--- src/rtl/cb_addr_pkg.sv ---
// Shared CB addressing definitions: widths, group stride and closed-form base.
// Used by the decoder, the base generator and the bench model.
package cb_addr_pkg;

    localparam int CB_AW           = 17;
    localparam int ROW_LEN         = 10;
    localparam int CB_GROUP_STRIDE = 4;

    typedef enum logic [1:0] {
        ST_IDLE,
        ST_SEARCH,
        ST_DONE
    } cb_dec_state_e;

    function automatic logic [CB_AW:0] cb_group_base(input int unsigned k);
        return (CB_AW+1)'(2 * k * (k + 1));
    endfunction

endpackage

--- src/rtl/cb_addr_decoder_if.sv ---
// Request/response bundle of the CB address decoder.
// master = producer/consumer side, slave = decoder side.
interface cb_addr_decoder_if #(
    parameter int CB_AW   = cb_addr_pkg::CB_AW,
    parameter int ROW_LEN = cb_addr_pkg::ROW_LEN
);

    logic               in_valid;
    logic               in_ready;
    logic [CB_AW-1:0]   cb_addr;
    logic               out_valid;
    logic               out_ready;
    logic [ROW_LEN-1:0] group_idx;
    logic [CB_AW-1:0]   group_off;
    logic               addr_err;

    modport master (
        output in_valid, cb_addr, out_ready,
        input  in_ready, out_valid, group_idx, group_off, addr_err
    );

    modport slave (
        input  in_valid, cb_addr, out_ready,
        output in_ready, out_valid, group_idx, group_off, addr_err
    );

endinterface

--- src/rtl/cb_group_step.sv ---
// One SEARCH iteration: test the current group window and
// produce the base/stride of the following group.
module cb_group_step #(
    parameter int CB_AW     = cb_addr_pkg::CB_AW,
    parameter int ROW_LEN   = cb_addr_pkg::ROW_LEN,
    parameter int MAX_GROUP = (1 << ROW_LEN) - 1
) (
    input  logic [CB_AW-1:0]   addr,
    input  logic [CB_AW:0]     base,
    input  logic [CB_AW-1:0]   stride,
    input  logic [ROW_LEN-1:0] grp,
    output logic               hit,
    output logic               last,
    output logic [CB_AW-1:0]   off,
    output logic [CB_AW:0]     next_base,
    output logic [CB_AW-1:0]   next_stride
);
    import cb_addr_pkg::*;

    // One extra bit keeps the window end from wrapping near the top of CB.
    logic [CB_AW:0] sum;

    assign sum         = base + {1'b0, stride};
    assign hit         = {1'b0, addr} < sum;
    assign off         = CB_AW'({1'b0, addr} - base);
    assign next_base   = sum;
    assign next_stride = stride + CB_AW'(CB_GROUP_STRIDE);
    assign last        = grp == ROW_LEN'(MAX_GROUP);

endmodule

--- src/rtl/cb_addr_decoder.sv ---
// Maps a flat CB address back to (group, offset) by walking the
// group windows one per cycle.
module cb_addr_decoder #(
    parameter int CB_AW     = cb_addr_pkg::CB_AW,
    parameter int ROW_LEN   = cb_addr_pkg::ROW_LEN,
    parameter int MAX_GROUP = (1 << ROW_LEN) - 1
) (
    input  logic             clk,
    input  logic             sys_rst_n,
    cb_addr_decoder_if.slave bus
);
    import cb_addr_pkg::*;

    cb_dec_state_e      state_q, state_d;
    logic [CB_AW-1:0]   addr_q;
    logic [CB_AW:0]     base_q;
    logic [CB_AW-1:0]   stride_q;
    logic [ROW_LEN-1:0] grp_q;
    logic [ROW_LEN-1:0] idx_q;
    logic [CB_AW-1:0]   off_q;
    logic               err_q;
    logic               ov_q;

    logic               hit;
    logic               last;
    logic [CB_AW-1:0]   off_c;
    logic [CB_AW:0]     nbase;
    logic [CB_AW-1:0]   nstride;

    logic               load;
    logic               step;
    logic               resolve;
    logic               fail;
    logic               hs;

    cb_group_step #(
        .CB_AW     (CB_AW),
        .ROW_LEN   (ROW_LEN),
        .MAX_GROUP (MAX_GROUP)
    ) u_step (
        .addr        (addr_q),
        .base        (base_q),
        .stride      (stride_q),
        .grp         (grp_q),
        .hit         (hit),
        .last        (last),
        .off         (off_c),
        .next_base   (nbase),
        .next_stride (nstride)
    );

    assign hs = ov_q & bus.out_ready;

    always_comb begin
        state_d = state_q;
        load    = 1'b0;
        step    = 1'b0;
        resolve = 1'b0;
        fail    = 1'b0;
        unique case (state_q)
            ST_IDLE: begin
                if (bus.in_valid) begin
                    load    = 1'b1;
                    state_d = ST_SEARCH;
                end
            end
            ST_SEARCH: begin
                if (hit) begin
                    resolve = 1'b1;
                    state_d = ST_DONE;
                end else if (last) begin
                    resolve = 1'b1;
                    fail    = 1'b1;
                    state_d = ST_DONE;
                end else begin
                    step = 1'b1;
                end
            end
            ST_DONE: begin
                if (hs) state_d = ST_IDLE;
            end
            default: state_d = ST_IDLE;
        endcase
    end

    always_ff @(posedge clk or negedge sys_rst_n) begin
        if (!sys_rst_n) begin
            state_q  <= ST_IDLE;
            addr_q   <= '0;
            base_q   <= '0;
            stride_q <= '0;
            grp_q    <= '0;
            idx_q    <= '0;
            off_q    <= '0;
            err_q    <= 1'b0;
            ov_q     <= 1'b0;
        end else begin
            state_q <= state_d;
            // Result is presented one cycle after entering DONE.
            ov_q    <= (state_q == ST_DONE) && !hs;
            if (load) begin
                addr_q   <= bus.cb_addr;
                base_q   <= '0;
                stride_q <= CB_AW'(CB_GROUP_STRIDE);
                grp_q    <= '0;
            end
            if (step) begin
                base_q   <= nbase;
                stride_q <= nstride;
                grp_q    <= grp_q + 1'b1;
            end
            if (resolve) begin
                idx_q <= grp_q;
                off_q <= off_c;
                err_q <= fail;
            end
        end
    end

    assign bus.in_ready  = (state_q == ST_IDLE);
    assign bus.out_valid = ov_q;
    assign bus.group_idx = idx_q;
    assign bus.group_off = off_q;
    assign bus.addr_err  = err_q;

endmodule

--- src/flat_wrapper.sv ---
// flat-port wrapper written by rule: the top's interface ports become plain ports
module cb_addr_decoder_flat import cb_addr_pkg::*;
#(
    parameter int CB_AW     = cb_addr_pkg::CB_AW,
    parameter int ROW_LEN   = cb_addr_pkg::ROW_LEN,
    parameter int MAX_GROUP = (1 << ROW_LEN) - 1
)
  (clk, sys_rst_n, bus_in_valid, bus_cb_addr, bus_out_ready, bus_in_ready, bus_out_valid, bus_group_idx, bus_group_off, bus_addr_err);
  cb_addr_decoder_if #(.CB_AW(CB_AW), .ROW_LEN(ROW_LEN)) bus_i ();
  input  logic clk;
  input  logic sys_rst_n;
  input wire logic [$bits(bus_i.in_valid)-1:0] bus_in_valid;
  input wire logic [$bits(bus_i.cb_addr)-1:0] bus_cb_addr;
  input wire logic [$bits(bus_i.out_ready)-1:0] bus_out_ready;
  output wire logic [$bits(bus_i.in_ready)-1:0] bus_in_ready;
  output wire logic [$bits(bus_i.out_valid)-1:0] bus_out_valid;
  output wire logic [$bits(bus_i.group_idx)-1:0] bus_group_idx;
  output wire logic [$bits(bus_i.group_off)-1:0] bus_group_off;
  output wire logic [$bits(bus_i.addr_err)-1:0] bus_addr_err;
  assign bus_i.in_valid = bus_in_valid;
  assign bus_i.cb_addr = bus_cb_addr;
  assign bus_i.out_ready = bus_out_ready;
  assign bus_in_ready = bus_i.in_ready;
  assign bus_out_valid = bus_i.out_valid;
  assign bus_group_idx = bus_i.group_idx;
  assign bus_group_off = bus_i.group_off;
  assign bus_addr_err = bus_i.addr_err;
  cb_addr_decoder #(.CB_AW(CB_AW), .ROW_LEN(ROW_LEN), .MAX_GROUP(MAX_GROUP)) u_core (.clk(clk), .sys_rst_n(sys_rst_n), .bus(bus_i));
endmodule
--- config.mk ---
export PLATFORM = sky130hd
export DESIGN_NAME = cb_addr_decoder_flat
export DESIGN_NICKNAME = d
export VERILOG_FILES = /design/src/rtl/cb_addr_pkg.sv /design/src/rtl/cb_addr_decoder_if.sv /design/src/rtl/cb_group_step.sv /design/src/rtl/cb_addr_decoder.sv /design/src/flat_wrapper.sv
export SDC_FILE = /design/constraint.sdc
export NUM_CORES = 1
export LEC_CHECK = 0
export CAP_MARGIN = 10
export CORE_MARGIN = 5
export CORE_UTILIZATION = 59
export DETAILED_ROUTE_END_ITERATION = 8
export PLACE_DENSITY = 0.81
export SYNTH_ARGS = -nofsm -noshare
export SYNTH_HDL_FRONTEND = slang
export SYNTH_HIERARCHICAL = 1
export SYNTH_SLANG_ARGS = --single-unit
--- constraint.sdc ---
create_clock -name clk -period 5.48 [get_ports clk]
set_clock_uncertainty 0.05 [all_clocks]
set_input_delay 1.096 -clock clk [delete_from_list [all_inputs] [get_ports clk]]
set_output_delay 1.096 -clock clk [all_outputs]
set_load 0.02 [all_outputs]
==> results.ini <==
[timing]
timing.final.crit_period_ns=4.80
timing_worst_slew_pin_value_ns=0.871
hold_viol=0
setup-tns-final_ns=0
max_clock_freq_mhz=208
grt_setup_unrepaired=false
final_min_period_over_clock_period=0.876
setup_viol=0
headroom_to_the_max_slew_limit=0.415
timing_max_transition_violations_final=0

[yosys]
ys_dominant_reg_cell=sky130_fd_sc_hd__dfrtp_1
synth_top_cell_by_area=sky130_fd_sc_hd__dfrtp_1
synth.distinct_cells=71
yosys.area.top_type_share=0.388
ys_ff_latch=93
yosys-top-cells-area=sky130_fd_sc_hd__dfrtp_1 39%, sky130_fd_sc_hd__ha_1 11%, sky130_fd_sc_hd__mux2_2 8.3%, sky130_fd_sc_hd__a22o_1 5.1%, sky130_fd_sc_hd__xnor2_1 3.5%
synthesis.instances=573
syn_area_um2=6000
mappedNetlistNets=647
mean_syn_cell_area_um2=10.5
sequential_element_share_of_the_synthesized_area=0.388
ys_async_sr_fraction=1.00
synth-edff-count=0
yosysWarningCount=6

[setup_path]
crit_path_top_delay_cell=sky130_fd_sc_hd__o21a_1
cp_cell_sequence=ha_1, inv_1, fa_1, and2b_1, o31a_2, o22ai_2, o311a_4, a31oi_1, xnor2_1, ha_1, a211o_1, a21oi_1, o211ai_1, a21oi_1, nand3b_1, o21a_1, buf_12, mux2_2
critPathLaunchType=flop
critical_path_buffers_and_inverters=2
startpoint=u_core/base_q[0]$_DFFE_PN0P_
crit_type=flop to flop
timing.rr.start=u_core/base_q[0]$_DFFE_PN0P_
cp-end-kind=flop
critPathArrivalTime_ns=5.01
critPathTopFamily=compound AO/OA/AOI/OAI gates
timing.critical_path.fanout_max=19
cpPeakStageDelay_ns=0.52
cp_data_required_time_ns=5.69

[cts]
clock-sinks=93
tritoncts.num_buffers=9
clk_root_buffer_cell=sky130_fd_sc_hd__clkbuf_8
postCtsSetupRepairBufs=0
cts_max_path_buffers=2
clk_transition_reported_paths_ns=0.09
ctsHtreeMaxLevel=3
cts-resized-gates=0
number_of_hold_buffers_added_after_cts=0
worstSkewPairLatency_ns=0.38
cts_tree=done

[die]
initial_core_utilization=0.608
dieWidth_um=111
io_pins=51
fp.dieH_um=111
fp.coreArea_um2=9860
placementRows=36
area_of_the_die_um2=12300

[placed_design]
port-buffer-count=50
placed_cells=741
gp_congestion=0.920
place_hpwl_mm=10.1

[grt]
track_usage=0.227
grt_antenna_before_repair=0
first_global_vias=4797
grt_overflow_total=0
grt_first_pass_wirelength_mm=23.3
grt_start_max_net_pins=65

[worst_hold_path]
min_from=u_core/bus.out_valid$_DFF_PN0_
hold_path.class=flop to flop

[route]
drtIter0Drc=309
via_per_inst=6.18
antenna_left=0
detail_route.drc_violations=0
detail_route.wl_per_cell_um=18.2
vias=4666
number_of_detailed_route_iterations_in_the_first_pass=5
postRouteWirelength_mm=13.7

[layout]
multi_input_comb_area_um2=3420
finish.net_count=693
layout-drive-gt1-share=0.125
area_delta_synth_final_pct=13.7
layout_common_cells=93 x sky130_fd_sc_hd__dfrtp_1, 51 x sky130_fd_sc_hd__ha_1, 49 x sky130_fd_sc_hd__clkdlybuf4s50_1
total_area_of_sequential_cells_um2=2330
instances_no_fill=755
n_antenna_cell=0
layout_commonest_cell=sky130_fd_sc_hd__dfrtp_1
layout.filler_cells=731

[power_and_ir_drop]
p_leak_nw=3.10
power_dens_cells_nw_per_um2=495
ir_drop_uv=237

[job]
number_of_max_capacitance_violations_reported=0

[outcome]
status=finished, final reports clean

## worst paths after layout
path	to	slack [ns]	depth (start not counted)
worst min register to register	u_core/bus.out_valid$_DFF_PN0_	0.43	1
worst max-delay path	u_core/bus.group_idx[6]$_DFFE_PN0P_	0.68	18
worst min-delay path	u_core/bus.out_valid$_DFF_PN0_	0.43	1
worst max register to register	u_core/bus.group_idx[6]$_DFFE_PN0P_	0.68	18
max in group asynchronous	u_core/base_q[16]$_DFFE_PN0P_	3.64	2
min in group asynchronous	u_core/bus.group_off[5]$_DFFE_PN0P_	0.58	1
## state kept, by name (all words and copies together), names as in the netlist
register,flops
u_core/base_q,18
u_core/bus.addr_err,1
u_core/state_q,2
u_core/grp_q,10
u_core/addr_q,17
u_core/stride_q,17
u_core/bus.out_valid,1
u_core/bus.group_off,17
u_core/bus.group_idx,10
## power by group
part	internal [mW]	switching (mW)	total, mW
Clock	0.255	0.251	0.507
Combinational	0.845	0.987	1.83
Sequential	0.867	0.169	1.04
## cell usage after synthesis, types with 2 or more instances
cell type and number:
sky130_fd_sc_hd__a211o_1 4, sky130_fd_sc_hd__a211oi_1 4, sky130_fd_sc_hd__a21o_1 9, sky130_fd_sc_hd__a21oi_1 25, sky130_fd_sc_hd__a22o_1 35, sky130_fd_sc_hd__a31oi_1 3
sky130_fd_sc_hd__and2_1 2, sky130_fd_sc_hd__and3_1 7, sky130_fd_sc_hd__buf_2 6, sky130_fd_sc_hd__buf_4 4, sky130_fd_sc_hd__buf_6 3, sky130_fd_sc_hd__clkbuf_1 5
sky130_fd_sc_hd__dfrtp_1 93, sky130_fd_sc_hd__fa_1 2, sky130_fd_sc_hd__ha_1 51, sky130_fd_sc_hd__inv_1 39, sky130_fd_sc_hd__mux2_2 44, sky130_fd_sc_hd__mux2i_1 7
sky130_fd_sc_hd__nand2_1 28, sky130_fd_sc_hd__nand2b_1 5, sky130_fd_sc_hd__nand3_1 21, sky130_fd_sc_hd__nand3b_1 4, sky130_fd_sc_hd__nand4_1 7, sky130_fd_sc_hd__nor2_1 26
sky130_fd_sc_hd__nor2b_1 9, sky130_fd_sc_hd__nor3_1 8, sky130_fd_sc_hd__nor3b_1 2, sky130_fd_sc_hd__nor4_1 4, sky130_fd_sc_hd__o2111ai_1 2, sky130_fd_sc_hd__o211a_1 2
sky130_fd_sc_hd__o211ai_1 6, sky130_fd_sc_hd__o21a_1 10, sky130_fd_sc_hd__o21ai_0 17, sky130_fd_sc_hd__o311ai_0 3, sky130_fd_sc_hd__o311ai_1 2, sky130_fd_sc_hd__o31ai_1 2
sky130_fd_sc_hd__o41ai_1 2, sky130_fd_sc_hd__xnor2_1 24, sky130_fd_sc_hd__xor2_1 14
## final cells by class
type / instances / share of cell area
clock buffers: 9 / 0.0182
clock inverters: 5 / 0.0125
inverters: 39 / 0.0215
multi-input cells: 422 / 0.501
flip-flops and latches: 93 / 0.341
well taps: 133 / 0.0244
repair buffers: 54 / 0.0811
## routing by layer
metal	vias to the layer above	track usage	share of wire
li1	2203	-	-
met1	2346	0.286	0.44
met2	97	0.391	0.51
met3	20	0.0349	0.031
met4	0	0.0911	0.016
met5	-	0	0
## metrics by stage
stage	total power, mW	hold WS [ns]	worst slack, ns	utilization	instance area [um2]
2_1_floorplan	2.31	0.415	1.29	-	6000
3_3_place_gp	2.77	0.410	0.845	0.670	6610
3_5_place_dp	2.86	0.419	0.709	0.670	6610
4_1_cts	3.37	0.427	0.674	0.692	6820
5_1_grt	3.61	0.463	0.381	0.692	6820
6_report	3.37	0.426	0.681	0.692	6820
## cell families (layout without fill, tap and decap cells)
logic type,after synthesis,in the layout,synth area share
compound gates,144,144,0.184
xor+xnor,38,38,0.0555
fa+ha+maj,53,53,0.113
buf+inv,58,107,0.0440
flops,93,93,0.388
mux,51,51,0.0943
simple gates,136,136,0.121
(Power assumes the default switching activity.)
